==> config.mk <==
export PLATFORM = sky130hd
export DESIGN_NAME = arashi_merge_cache_flat
export DESIGN_NICKNAME = d
export VERILOG_FILES = /design/src/rtl/arashi_merge_cache_if.sv /design/src/rtl/arashi_merge_cache.sv /design/src/flat_wrapper.sv
export SDC_FILE = /design/constraint.sdc
export NUM_CORES = 1
export LEC_CHECK = 0
export CAP_MARGIN = 40
export CORE_MARGIN = 1
export CORE_UTILIZATION = 30
export CTS_CLUSTER_SIZE = 25
export DETAILED_ROUTE_END_ITERATION = 7
export DONT_BUFFER_PORTS = 1
export SETUP_SLACK_MARGIN = 0.1
export SYNTH_ARGS = -nofsm -noshare
export SYNTH_HDL_FRONTEND = slang
export SYNTH_HIERARCHICAL = 1
export SYNTH_SLANG_ARGS = --single-unit
==> constraint.sdc <==
create_clock -name clk -period 3.19 [get_ports clk]
set_clock_uncertainty 0.1 [all_clocks]
set_input_delay 0.319 -clock clk [delete_from_list [all_inputs] [get_ports clk]]
set_output_delay 0.319 -clock clk [all_outputs]
set_load 0.005 [all_outputs]
==> src/rtl/arashi_merge_cache_if.sv <==
// Handshake bundle for the merge cache: per-thread write side and the single consumer side.
// master drives writes and out_ready; slave is the merge cache itself.
interface arashi_merge_cache_if #(
  parameter int DATA_WIDTH       = 32,
  parameter int THREAD_NUM_WIDTH = 2
);
  localparam int THREAD_NUM = 1 << THREAD_NUM_WIDTH;

  logic [THREAD_NUM-1:0]            w_ena;
  logic [DATA_WIDTH*THREAD_NUM-1:0] data_in;
  logic [THREAD_NUM-1:0]            w_ready;
  logic [DATA_WIDTH-1:0]            data_out;
  logic [THREAD_NUM_WIDTH-1:0]      thread_id_out;
  logic                             out_valid;
  logic                             out_ready;
  logic                             idle;

  modport master (
    output w_ena, data_in, out_ready,
    input  w_ready, data_out, thread_id_out, out_valid, idle
  );

  modport slave (
    input  w_ena, data_in, out_ready,
    output w_ready, data_out, thread_id_out, out_valid, idle
  );
endinterface

==> src/rtl/arashi_merge_cache.sv <==
// Per-thread FIFOs merged by an RR/fixed-priority arbiter into one registered output stage.
// Latency: write edge + 1; out_ready low stalls the stage and FIFOs fill until w_ready drops.
module arashi_fifo #(
  parameter int WIDTH = 32,
  parameter int AW    = 2
) (
  input  logic             clk,
  input  logic             rstn,
  input  logic             flush,
  input  logic             push,
  input  logic             pop,
  input  logic [WIDTH-1:0] wr_dat,
  output logic [WIDTH-1:0] rd_dat,
  output logic [AW:0]      count
);
  localparam int DEPTH = 1 << AW;

  logic [WIDTH-1:0] mem [DEPTH];
  logic [AW-1:0]    wr_ptr;
  logic [AW-1:0]    rd_ptr;

  always_ff @(posedge clk or negedge rstn) begin
    if (!rstn) begin
      wr_ptr <= '0;
      rd_ptr <= '0;
      count  <= '0;
    end else if (flush) begin
      wr_ptr <= '0;
      rd_ptr <= '0;
      count  <= '0;
    end else begin
      if (push) wr_ptr <= wr_ptr + AW'(1);
      if (pop)  rd_ptr <= rd_ptr + AW'(1);
      case ({push, pop})
        2'b10:   count <= count + (AW+1)'(1);
        2'b01:   count <= count - (AW+1)'(1);
        default: count <= count;
      endcase
    end
  end

  // Storage needs no reset: pointers alone define which entries are live.
  always_ff @(posedge clk) begin
    if (push) mem[wr_ptr] <= wr_dat;
  end

  assign rd_dat = mem[rd_ptr];
endmodule

module arashi_merge_cache #(
  parameter int DATA_WIDTH       = 32,
  parameter int THREAD_NUM_WIDTH = 2,
  parameter int DEPTH_WIDTH      = 2,
  parameter int ARB_MODE         = 0
) (
  input  logic                 clk,
  input  logic                 rstn,
  input  logic                 flush,
  arashi_merge_cache_if.slave  bus
);
  localparam int TN    = 1 << THREAD_NUM_WIDTH;
  localparam int DEPTH = 1 << DEPTH_WIDTH;

  typedef struct packed {
    logic [THREAD_NUM_WIDTH-1:0] tid;
    logic [DATA_WIDTH-1:0]       dat;
  } out_t;

  logic [DEPTH_WIDTH:0]        count [TN];
  logic [DATA_WIDTH-1:0]       head  [TN];
  logic [TN-1:0]               eligible;
  logic [TN-1:0]               w_rdy;
  logic [TN-1:0]               push;
  logic [TN-1:0]               pop;
  logic [THREAD_NUM_WIDTH-1:0] last;
  logic [THREAD_NUM_WIDTH-1:0] grant;
  logic [THREAD_NUM_WIDTH-1:0] idx;
  logic                        any_elig;
  logic                        adv;
  logic                        out_vld;
  out_t                        out_q;

  assign adv = !out_vld || bus.out_ready;

  for (genvar i = 0; i < TN; i++) begin : g_thread
    assign eligible[i] = (count[i] != '0);
    assign w_rdy[i]    = (count[i] != (DEPTH_WIDTH+1)'(DEPTH));
    assign push[i]     = bus.w_ena[i] && w_rdy[i];
    assign pop[i]      = adv && any_elig && (grant == THREAD_NUM_WIDTH'(i));

    arashi_fifo #(.WIDTH(DATA_WIDTH), .AW(DEPTH_WIDTH)) u_fifo (
      .clk    (clk),
      .rstn   (rstn),
      .flush  (flush),
      .push   (push[i]),
      .pop    (pop[i]),
      .wr_dat (bus.data_in[DATA_WIDTH*i +: DATA_WIDTH]),
      .rd_dat (head[i]),
      .count  (count[i])
    );
  end

  // RR scans upward from last+1 and wraps; the final candidate is last itself.
  always_comb begin
    grant    = '0;
    any_elig = 1'b0;
    idx      = '0;
    for (int k = 0; k < TN; k++) begin
      idx = (ARB_MODE == 1) ? THREAD_NUM_WIDTH'(k) : last + THREAD_NUM_WIDTH'(k + 1);
      if (!any_elig && eligible[idx]) begin
        any_elig = 1'b1;
        grant    = idx;
      end
    end
  end

  always_ff @(posedge clk or negedge rstn) begin
    if (!rstn) begin
      out_vld <= 1'b0;
      out_q   <= '0;
      last    <= THREAD_NUM_WIDTH'(TN - 1);
    end else if (flush) begin
      out_vld <= 1'b0;
    end else if (adv) begin
      if (any_elig) begin
        out_vld   <= 1'b1;
        out_q.dat <= head[grant];
        out_q.tid <= grant;
        last      <= grant;
      end else begin
        out_vld <= 1'b0;
      end
    end
  end

  assign bus.w_ready       = w_rdy;
  assign bus.out_valid     = out_vld;
  assign bus.data_out      = out_q.dat;
  assign bus.thread_id_out = out_q.tid;
  assign bus.idle          = !(|eligible) && !out_vld;
endmodule

==> src/flat_wrapper.sv <==
// flat-port wrapper written by rule: the top's interface ports become plain ports
module arashi_merge_cache_flat 
#(
  parameter int DATA_WIDTH       = 32,
  parameter int THREAD_NUM_WIDTH = 2,
  parameter int DEPTH_WIDTH      = 2,
  parameter int ARB_MODE         = 0
)
  (clk, rstn, flush, bus_w_ena, bus_data_in, bus_out_ready, bus_w_ready, bus_data_out, bus_thread_id_out, bus_out_valid, bus_idle);
  arashi_merge_cache_if #(.DATA_WIDTH(DATA_WIDTH), .THREAD_NUM_WIDTH(THREAD_NUM_WIDTH)) bus_i ();
  input  logic clk;
  input  logic rstn;
  input  logic flush;
  input wire logic [$bits(bus_i.w_ena)-1:0] bus_w_ena;
  input wire logic [$bits(bus_i.data_in)-1:0] bus_data_in;
  input wire logic [$bits(bus_i.out_ready)-1:0] bus_out_ready;
  output wire logic [$bits(bus_i.w_ready)-1:0] bus_w_ready;
  output wire logic [$bits(bus_i.data_out)-1:0] bus_data_out;
  output wire logic [$bits(bus_i.thread_id_out)-1:0] bus_thread_id_out;
  output wire logic [$bits(bus_i.out_valid)-1:0] bus_out_valid;
  output wire logic [$bits(bus_i.idle)-1:0] bus_idle;
  assign bus_i.w_ena = bus_w_ena;
  assign bus_i.data_in = bus_data_in;
  assign bus_i.out_ready = bus_out_ready;
  assign bus_w_ready = bus_i.w_ready;
  assign bus_data_out = bus_i.data_out;
  assign bus_thread_id_out = bus_i.thread_id_out;
  assign bus_out_valid = bus_i.out_valid;
  assign bus_idle = bus_i.idle;
  arashi_merge_cache #(.DATA_WIDTH(DATA_WIDTH), .THREAD_NUM_WIDTH(THREAD_NUM_WIDTH), .DEPTH_WIDTH(DEPTH_WIDTH), .ARB_MODE(ARB_MODE)) u_core (.clk(clk), .rstn(rstn), .flush(flush), .bus(bus_i));
endmodule
==> impl_metrics.csv, run 1 <==
group,metric,value,unit
synthesis,syn_avg_cell_area,21.4,um^2
sta,fin_crit_sh,90.2,%
sta,tns,0,ps
floorplanning,rows,100,
outcome,status,"complete, no violations",
pwr,powerDensity,846,mW/mm^2
place,dp.cells,2022,
synthesis,syn-num-nets,1219,
routing,vias,10800,
synthesis,synth_compound_area_share,1.63,%
clock_network,cts.sinks,577,
floorplanning,ios,176,
sta,post-route-min-period,2880,ps
sta,maxSlewViolCount,0,
routing,vias_per_cell,4.75,
setup_path,crit_path_start_kind,"flip-flop",
clock_network,path_clk_slew,70,ps
routing,drt_first_pass_iters,5,
place,dp_hpwl,36800,um
setup_path,endpoint_kind,"flip-flop",
routing,final_antenna_net_count,0,
finish,postLayoutCellArea,0.0271,mm^2
setup_path,cp_data_required_time,3590,ps
place,placed_cell_area,0.0238,mm^2
global_route,antenna_found_initial,6,
routing,highest_layer,"met5",
global_route,grt_max_degree,66,
setup_path,critPathKind,"reg2reg",
routing,detail_route.wl_per_cell,24.0,um
synthesis,netlist_area,0.0227,mm^2
routing,wl_met3,3860,um
clock_network,htreeDepth,2,
synthesis,synth_cell_types,39,
finish,fin_util,36.2,%
finish,nets,1403,
place,port_buffers,0,
floorplanning,start_util,30.4,%
finish,finalNonFillerCells,2265,
routing,drc_errors,0,
global_route,grt_use_total,14.3,%
clock_network,clock_latency,600,ps
global_route,first_global_vias,11500,
routing,wl_met2,27400,um
synthesis,synth.largest_area_cell,"edfxtp_1",
global_route,grt_pass1_wl,79800,um
synthesis,ys_seq_area_share,74.9,%
synthesis,synth_mux_area_share,16.1,%
synthesis,synth_common_cells,"edfxtp_1, mux4_2, mux2i_1, dfrtp_1, nand2_1",
place,place.gp.congestion,0.750,
sta,fmax,0.348,GHz
synthesis,synth-seq-cells,577,
sta,finalSetupViolations,0,
setup_path,r2r_cells,9,
floorplanning,core_area,0.0747,mm^2
clock_network,cts_buffers,58,
setup_path,crit_arrival,3280,ps
sta,rsz0062_at_grt,"false",
floorplanning,die_y,277,um
pwr,irDropWorstVdd,0.000527,V
synthesis,yosys.area_share.adder,1.23,%
synthesis,synthSimpleGateAreaFrac,2.97,%
min_path,worstHoldPathCells,3,
synthesis,yosysTopAreaCellShare,67.7,%
finish,syn_to_final_growth,19.2,%
synthesis,yosysMostFrequentCell,"edfxtp_1",
synthesis,synth_edf_count,512,
clock_network,root_buffer,"clkbuf_16",
sta,hold_violations,0,
setup_path,crit_fanout,15,
flow_run,maxCapViolCount,0,
routing,drt-met1-wl,22100,um
synthesis,postSynthCellCount,1063,
finish,layout-drive-gt1-share,19.9,%
finish,nFillCells,6799,
clock_network,clock_path_buffers,3,
routing,drt_iter0_markers,745,
floorplanning,die_width,277,um
global_route,grt_overflow,0,
routing,wl,54400,um
synthesis,synth_top_family_by_area,"multiplexers",
sta,max_slew_margin,44.5,%
clock_network,cts_tree,"done",
min_path,hp-class,"in2reg",
synthesis,synth_area_leaders,"edfxtp_1, mux4_2, dfrtp_1, mux2i_1, mux4_1",
synthesis,ys_async_sr_fraction,11.3,%
synthesis,synthXorXnorAreaFrac,0.772,%
synthesis,yosysWarnings,6,
sta,whs,137,ps
sta,worst_slew_pin_slew,832,ps
synthesis,ys.flop_type,"edfxtp_1",
floorplanning,die_area,0.0768,mm^2
pwr,cellLeakagePower,9.01,nW
## power breakdown
part	internal [mW]	switching, mW	leakage [nW]
sequential	9.28	0.730	5.52
clock	3.83	2.78	0.897
combinational	2.79	3.49	2.60
total	15.9	7.00	9.01
## critical path, stage by stage, from the launching register on
cell and delay, ps:
dfrtp_1 460, nor3_4 280, o22ai_1 140, a221o_4 480
nor2b_1 180, nor2b_1 140, fa_1 390, and3b_1 220
o21ai_0 170, nor3b_1 210
## timing repair
action,4_1_cts,5_1_grt
hold buffers,134,0
endpoints found under the hold margin,606,0
setup endpoints to repair,0,1
buffers inserted,0,0
gates resized for setup,0,3
## registers in the layout, summed over array words and instances (netlist names)
signal,count
u_core/g_thread.u_fifo/mem,512
u_core/g_thread.u_fifo/wr_ptr,8
u_core/g_thread.u_fifo/rd_ptr,8
u_core/bus.thread_id_out,2
u_core/bus.out_valid,1
u_core/g_thread.u_fifo/count,12
u_core/bus.data_out,32
u_core/last,2
## kinds of logic after synthesis
group                      count (synthesis)
and+or+nand+nor                          136
buffers and inverters                     64
DFF                                      577
adders and majority gates                 20
xor gates and xnor gates                  20
muxes                                    200
AOI/OAI and AO/OA                         46
## final timing paths
kind	start	end	slack, ps
setup / recovery	u_core/g_thread[3].u_fifo/count[1]	u_core/g_thread[1].u_fifo/count[2]	310
hold / removal	bus_w_ena[3]	u_core/g_thread[3].u_fifo/wr_ptr[1]	140
setup reg to reg	u_core/g_thread[3].u_fifo/count[1]	u_core/g_thread[1].u_fifo/count[2]	310
hold reg to reg	u_core/last[0]	u_core/last[0]	420
max in group asynchronous	rstn	u_core/last[0]	2460
min in group asynchronous	rstn	u_core/g_thread[3].u_fifo/rd_ptr[1]	200
## routing by layer
layer / GRT usage [%] / vias up
li1: - / 4725
met1: 17.7 / 5663
met2: 24.3 / 295
met3: 4.26 / 70
met4: 3.19 / 8
met5: 1.19 / -
## metrics by stage
stage	worst slack [ps]	total power [mW]
3_3_place_gp	324	16.1
6_report	314	22.9
4_1_cts	243	23.2
5_1_grt	126	24.0
3_5_place_dp	280	16.2
2_1_floorplan	321	14.5
## area by class of cell
type                            instances  area (um^2)  share of cell area (%)
Tap cell                              969         1210                    4.48
Inverter                               11         41.3                   0.153
Clock buffer                           74         1550                    5.74
Clock inverter                         33          290                    1.07
Antenna cell                            2         5.00                  0.0185
Sequential cell                       577        17000                    62.9
Multi-Input combinational cell        422         5200                    19.2
Timing Repair Buffer                  177         1740                    6.44
## cell usage in the layout (no fill, tap or decap), types with 16 or more instances in the layout
cell type and count:
buf_4 39, clkbuf_16 59, dfrtp_1 59, dlygate4sd3_1 132, edfxtp_1 512, ha_1 16, mux2i_1 72, mux4_1 16
mux4_2 112, nand2_1 47, nor2_1 33, o221ai_1 32
Power figures use the tool's default switching activity.
==> run 2: changes to the inputs <==
- SLEW_MARGIN: not set -> 25
==> impl_metrics.csv, run 2 (synthesized netlist as in run 1, its figures left out) <==
group,metric,value,unit
clock_network,cts.sinks,577,
place,dp_hpwl,36800,um
floorplanning,start_util,30.4,%
finish,final_common_cell,"edfxtp_1",
finish,nets,1404,
floorplanning,ios,176,
routing,final_antenna_net_count,0,
sta,worst_slew_pin_slew,620,ps
pwr,irDropWorstVdd,0.000530,V
sta,finalSetupViolations,0,
clock_network,cts_buffers,58,
pwr,cellLeakagePower,9.02,nW
clock_network,postCtsSetupBuffers,0,
clock_network,root_buffer,"clkbuf_16",
setup_path,path_common_cell,"nor2b_1",
sta,whs,135,ps
global_route,antenna_found_initial,6,
global_route,grt_pass1_wl,79800,um
flow_run,maxCapViolCount,0,
routing,vias,10700,
sta,fmax,0.347,GHz
pwr,sw_frac_of_total,30.6,%
sta,tns,0,ps
place,port_buffers,0,
routing,wl,54400,um
finish,largest_reg_flops,512,
clock_network,path_clk_slew,60,ps
outcome,status,"complete, no violations",
global_route,grt_max_degree,66,
pwr,p_comb_share,27.5,%
place,place.gp.congestion,0.750,
sta,fin_crit_sh,90.3,%
finish,top_register,"u_core/g_thread.u_fifo/mem",
sta,max_slew_margin,58.7,%
setup_path,endpoint_kind,"flip-flop",
global_route,first_global_vias,11500,
global_route,grt_use_total,14.3,%
finish,finalNonFillerCells,2265,
place,dp.cells,2022,
setup_path,crit_path_start_kind,"flip-flop",
routing,vias_per_cell,4.73,
routing,detail_route.wl_per_cell,24.0,um
pwr,pwr-share-clk,28.9,%
floorplanning,die_y,277,um
clock_network,htreeDepth,2,
finish,final_cell_mix,"edfxtp_1, dlygate4sd3_1, mux4_2",
clock_network,clock_path_buffers,3,
routing,drt_iter0_markers,767,
finish,nFillCells,6796,
routing,drt_first_pass_iters,5,
global_route,grt_overflow,0,
setup_path,cp_data_required_time,3590,ps
sta,hold_violations,0,
setup_path,cp_slowest_stage_delay,480,ps
routing,drc_errors,0,
floorplanning,core_area,0.0747,mm^2
floorplanning,rows,100,
clock_network,clock_latency,610,ps
pwr,switchingPower,7.01,mW
pwr,powerDensity,846,mW/mm^2
setup_path,critPathKind,"reg2reg",
setup_path,crit_arrival,3280,ps
min_path,hp-class,"in2reg",
finish,syn_to_final_growth,19.2,%
sta,maxSlewViolCount,0,
floorplanning,die_width,277,um
sta,post-route-min-period,2880,ps
clock_network,cts_tree,"done",
floorplanning,die_area,0.0768,mm^2
finish,layout-drive-gt1-share,20.0,%
setup_path,crit_fanout,15,
sta,rsz0062_at_grt,"false",
setup_path,slowest_stage,"a221o_4",
setup_path,crit_chain,"nor3_4 -> o22ai_1 -> a221o_4 -> nor2b_1 -> nor2b_1 -> fa_1 -> and3b_1 -> o21ai_0 -> nor3b_1",
pwr,p_int,15.9,mW
pwr,p_seq_share,43.6,%
[run 2: changes by cell type in the layout (fill, tap and decap cells not counted), sizes merged]
cell   previous run  this run
diode             2         1
buf              45        46
[run 2: power by group through the flow]
stage | clock network (mW) | logic (mW) | registers (mW)
floorplan | 0 | 4.71 | 9.74
global placement | 0 | 5.96 | 10.1
detailed placement | 0 | 6.10 | 10.2
CTS | 6.80 | 6.39 | 10.0
global route | 7.11 | 6.81 | 10.1
finish | 6.62 | 6.29 | 10.0
[run 2: timing repair]
action	4_1_cts	5_1_grt
hold buffers	134	0
setup endpoints to repair	0	1
resized for setup	0	3
hold endpoints to repair	606	0
[run 2: layer usage]
layer | track usage (%) | vias to the layer above | wire length [um]
met5 | 1.19 | - | 167
met4 | 3.19 | 8 | 942
met3 | 4.26 | 69 | 3640
met2 | 24.3 | 269 | 27400
met1 | 17.7 | 5633 | 22200
li1 | - | 4725 | -
[run 2: worst paths after layout]
path	start	endpoint	slack [ps]	depth (start not counted)
max in group asynchronous	rstn	u_core/last[1]	2460	2
worst min register to register	u_core/last[0]	u_core/last[0]	420	2
worst max-delay path	u_core/g_thread[3].u_fifo/count[1]	u_core/g_thread[1].u_fifo/count[2]	310	9
worst min-delay path	bus_w_ena[3]	u_core/g_thread[3].u_fifo/wr_ptr[1]	140	3
worst max register to register	u_core/g_thread[3].u_fifo/count[1]	u_core/g_thread[1].u_fifo/count[2]	310	9
min in group asynchronous	rstn	u_core/g_thread[3].u_fifo/rd_ptr[1]	190	2
[run 2: per-stage QoR]
step	utilization, %	total power, mW	cell area (um^2)	setup slack (ps)
final	36.2	22.9	27100	309
after global routing	36.2	24.0	27100	126
after CTS	36.2	23.2	27000	243
after detailed placement	31.9	16.2	23800	280
after global placement	31.9	16.1	23800	324
after floorplan	-	14.5	22700	321
[run 2: layout make-up]
cell class,instances,area [um^2],area share (%)
Antenna cell,1,2.50,0.00925
Clock buffer,74,1550,5.74
Clock inverter,33,290,1.07
Inverter,11,41.3,0.153
Multi-Input combinational cell,422,5200,19.2
Sequential cell,577,17000,62.8
Tap cell,969,1210,4.48
Timing Repair Buffer,178,1760,6.49
[run 2: critical path, delay by kind of cell (launching register included)]
kind,cells,cell delay (ps)
compound gates,3,790
fa+ha+maj,1,390
flops,1,460
simple gates,5,1040
==> run 3: changes to the inputs <==
- CORE_ASPECT_RATIO: not set -> 1.2
- CTS_CLUSTER_DIAMETER: not set -> 40
==> impl_metrics.csv, run 3 (synthesized netlist as in run 1, its figures left out) <==
group,metric,value,unit
setup_path,r2r_start,"u_core/g_thread[1].u_fifo/count[2]",
min_path,hold_start,"flush",
floorplanning,core_area,0.0750,mm^2
clock_network,cts.sinks,577,
floorplanning,start_util,30.3,%
finish,largest_reg_flops,512,
sta,hold_violations,0,
setup_path,crit_chain,"nor4_2 -> a211oi_1 -> a221o_4 -> nor2b_1 -> nor2b_1 -> fa_1 -> and3b_1 -> o21ai_0 -> nor3b_1",
flow_run,maxCapViolCount,0,
clock_network,htreeDepth,2,
pwr,irDropWorstVdd,0.000998,V
sta,post-route-min-period,2880,ps
clock_network,root_buffer,"clkbuf_16",
place,dp_hpwl,34000,um
routing,drt_iter0_markers,724,
routing,wl,49800,um
finish,finalNonFillerCells,2289,
setup_path,slowest_stage,"dfrtp_1",
min_path,worstHoldPathCells,3,
finish,nFillCells,6875,
place,port_buffers,0,
finish,layout-drive-gt1-share,19.6,%
sta,max_slew_margin,59.2,%
sta,finalSetupViolations,0,
floorplanning,die_y,303,um
clock_network,postCtsSetupBuffers,0,
place,dp.cells,2053,
sta,tns,0,ps
outcome,status,"complete, no violations",
setup_path,cp_slowest_stage_delay,470,ps
clock_network,clock_path_buffers,3,
finish,syn_to_final_growth,19.6,%
clock_network,cts_tree,"done",
floorplanning,die_area,0.0768,mm^2
finish,final_cell_mix,"edfxtp_1, dlygate4sd3_1, mux4_2",
global_route,grt_max_degree,66,
min_path,hp-class,"in2reg",
global_route,grt_use_total,13.0,%
sta,worst_slew_pin_slew,595,ps
global_route,antenna_found_initial,7,
place,place.gp.congestion,0.758,
clock_network,clock_latency,580,ps
sta,fin_crit_sh,90.2,%
setup_path,reg2reg_to,"u_core/g_thread[3].u_fifo/count[2]",
sta,whs,91.7,ps
setup_path,endpoint_kind,"flip-flop",
setup_path,critPathKind,"reg2reg",
clock_network,path_clk_slew,70,ps
floorplanning,ios,176,
setup_path,crit_arrival,3260,ps
floorplanning,rows,110,
sta,rsz0062_at_grt,"false",
routing,drc_errors,0,
pwr,total_power,23.0,mW
setup_path,r2r_cells,9,
pwr,powerDensity,848,mW/mm^2
routing,final_antenna_net_count,0,
floorplanning,die_width,253,um
setup_path,cp_data_required_time,3570,ps
routing,vias_per_cell,4.65,
sta,maxSlewViolCount,0,
pwr,cellLeakagePower,9.00,nW
global_route,first_global_vias,11200,
global_route,grt_overflow,0,
routing,detail_route.wl_per_cell,21.8,um
setup_path,r2r_slack,310,ps
routing,vias,10600,
routing,drt_first_pass_iters,6,
setup_path,crit_path_start_kind,"flip-flop",
clock_network,cts_buffers,53,
min_path,holdPathEnd,"u_core/last[0]",
sta,fmax,0.347,GHz
setup_path,crit_fanout,13,
finish,nets,1390,
setup_path,path_common_cell,"nor2b_1",
finish,top_register,"u_core/g_thread.u_fifo/mem",
global_route,grt_pass1_wl,73900,um
finish,final_common_cell,"edfxtp_1",
[run 3: changes by cell type in the layout (fill, tap and decap cells not counted), sizes merged]
| cell | before | now |
|---|---|---|
| clkbuf | 74 | 59 |
| diode | 1 | 3 |
| inv | 12 | 26 |
| clkinv | 23 | 18 |
| buf | 46 | 37 |
| clkinvlp | 4 | 2 |
[run 3: stage by stage]
stage                     setup slack, ps  instance area [um^2]  util, %
after global routing                  111                 27100     36.2
final                                 311                 27100     36.2
after detailed placement              348                 23900     31.8
after global placement                419                 23900     31.8
after floorplan                       321                 22700        -
after CTS                             294                 27100     36.2
[run 3: critical path, delay by kind of cell (launching register included)]
kind	cells	cell delay, ps
AO/OA/AOI/OAI	3	720
AND/OR/NAND/NOR	5	1100
flip-flops	1	470
adder cells (fa/ha/maj)	1	390
[run 3: repair_timing]
| item | in CTS | in global routing |
|---|---|---|
| hold endpoints to repair | 606 | 0 |
| hold buffers | 134 | 0 |
| endpoints found under the setup margin | 0 | 1 |
| resized for setup | 0 | 3 |
[run 3: layout make-up]
cell class                 instances  area, um^2  area share [%]
antenna                            3        7.51          0.0277
clock buffer                      59        1380            5.08
clock inverter                    40         510            1.88
inverter                          11        41.3           0.152
multi-input combinational        422        5190            19.1
sequential                       577       17000            62.7
tap                             1008        1260            4.65
timing repair buffer             169        1740            6.43
[run 3: where the power goes]
group,internal (mW),switching [mW],total (mW)
clock,3.68,3.00,6.69
combinational,2.82,3.62,6.44
sequential,9.27,0.609,9.88
total,15.8,7.23,23.0
[run 3: routing by layer]
layer | up-vias | wire length [um] | global-route usage (%)
met5 | - | 47 | 0
met4 | 8 | 1100 | 3.55
met3 | 65 | 2730 | 3.10
met2 | 231 | 24000 | 21.1
met1 | 5654 | 21900 | 17.3
li1 | 4690 | - | -
[run 3: worst max path at each step]
stage	endpoint	start	cells past startpoint	slack, ps
after floorplan	u_core/g_thread[3].u_fifo/count[2]	u_core/g_thread[3].u_fifo/count[1]	12	320
after global placement	u_core/g_thread[3].u_fifo/count[2]	u_core/g_thread[3].u_fifo/count[1]	9	420
after detailed placement	u_core/g_thread[3].u_fifo/count[2]	u_core/g_thread[3].u_fifo/count[1]	9	350
after CTS	u_core/g_thread[3].u_fifo/count[2]	u_core/g_thread[3].u_fifo/count[0]	9	290
after global routing	u_core/g_thread[0].u_fifo/count[2]	u_core/g_thread[2].u_fifo/count[0]	9	110
final	u_core/g_thread[3].u_fifo/count[2]	u_core/g_thread[1].u_fifo/count[2]	9	310
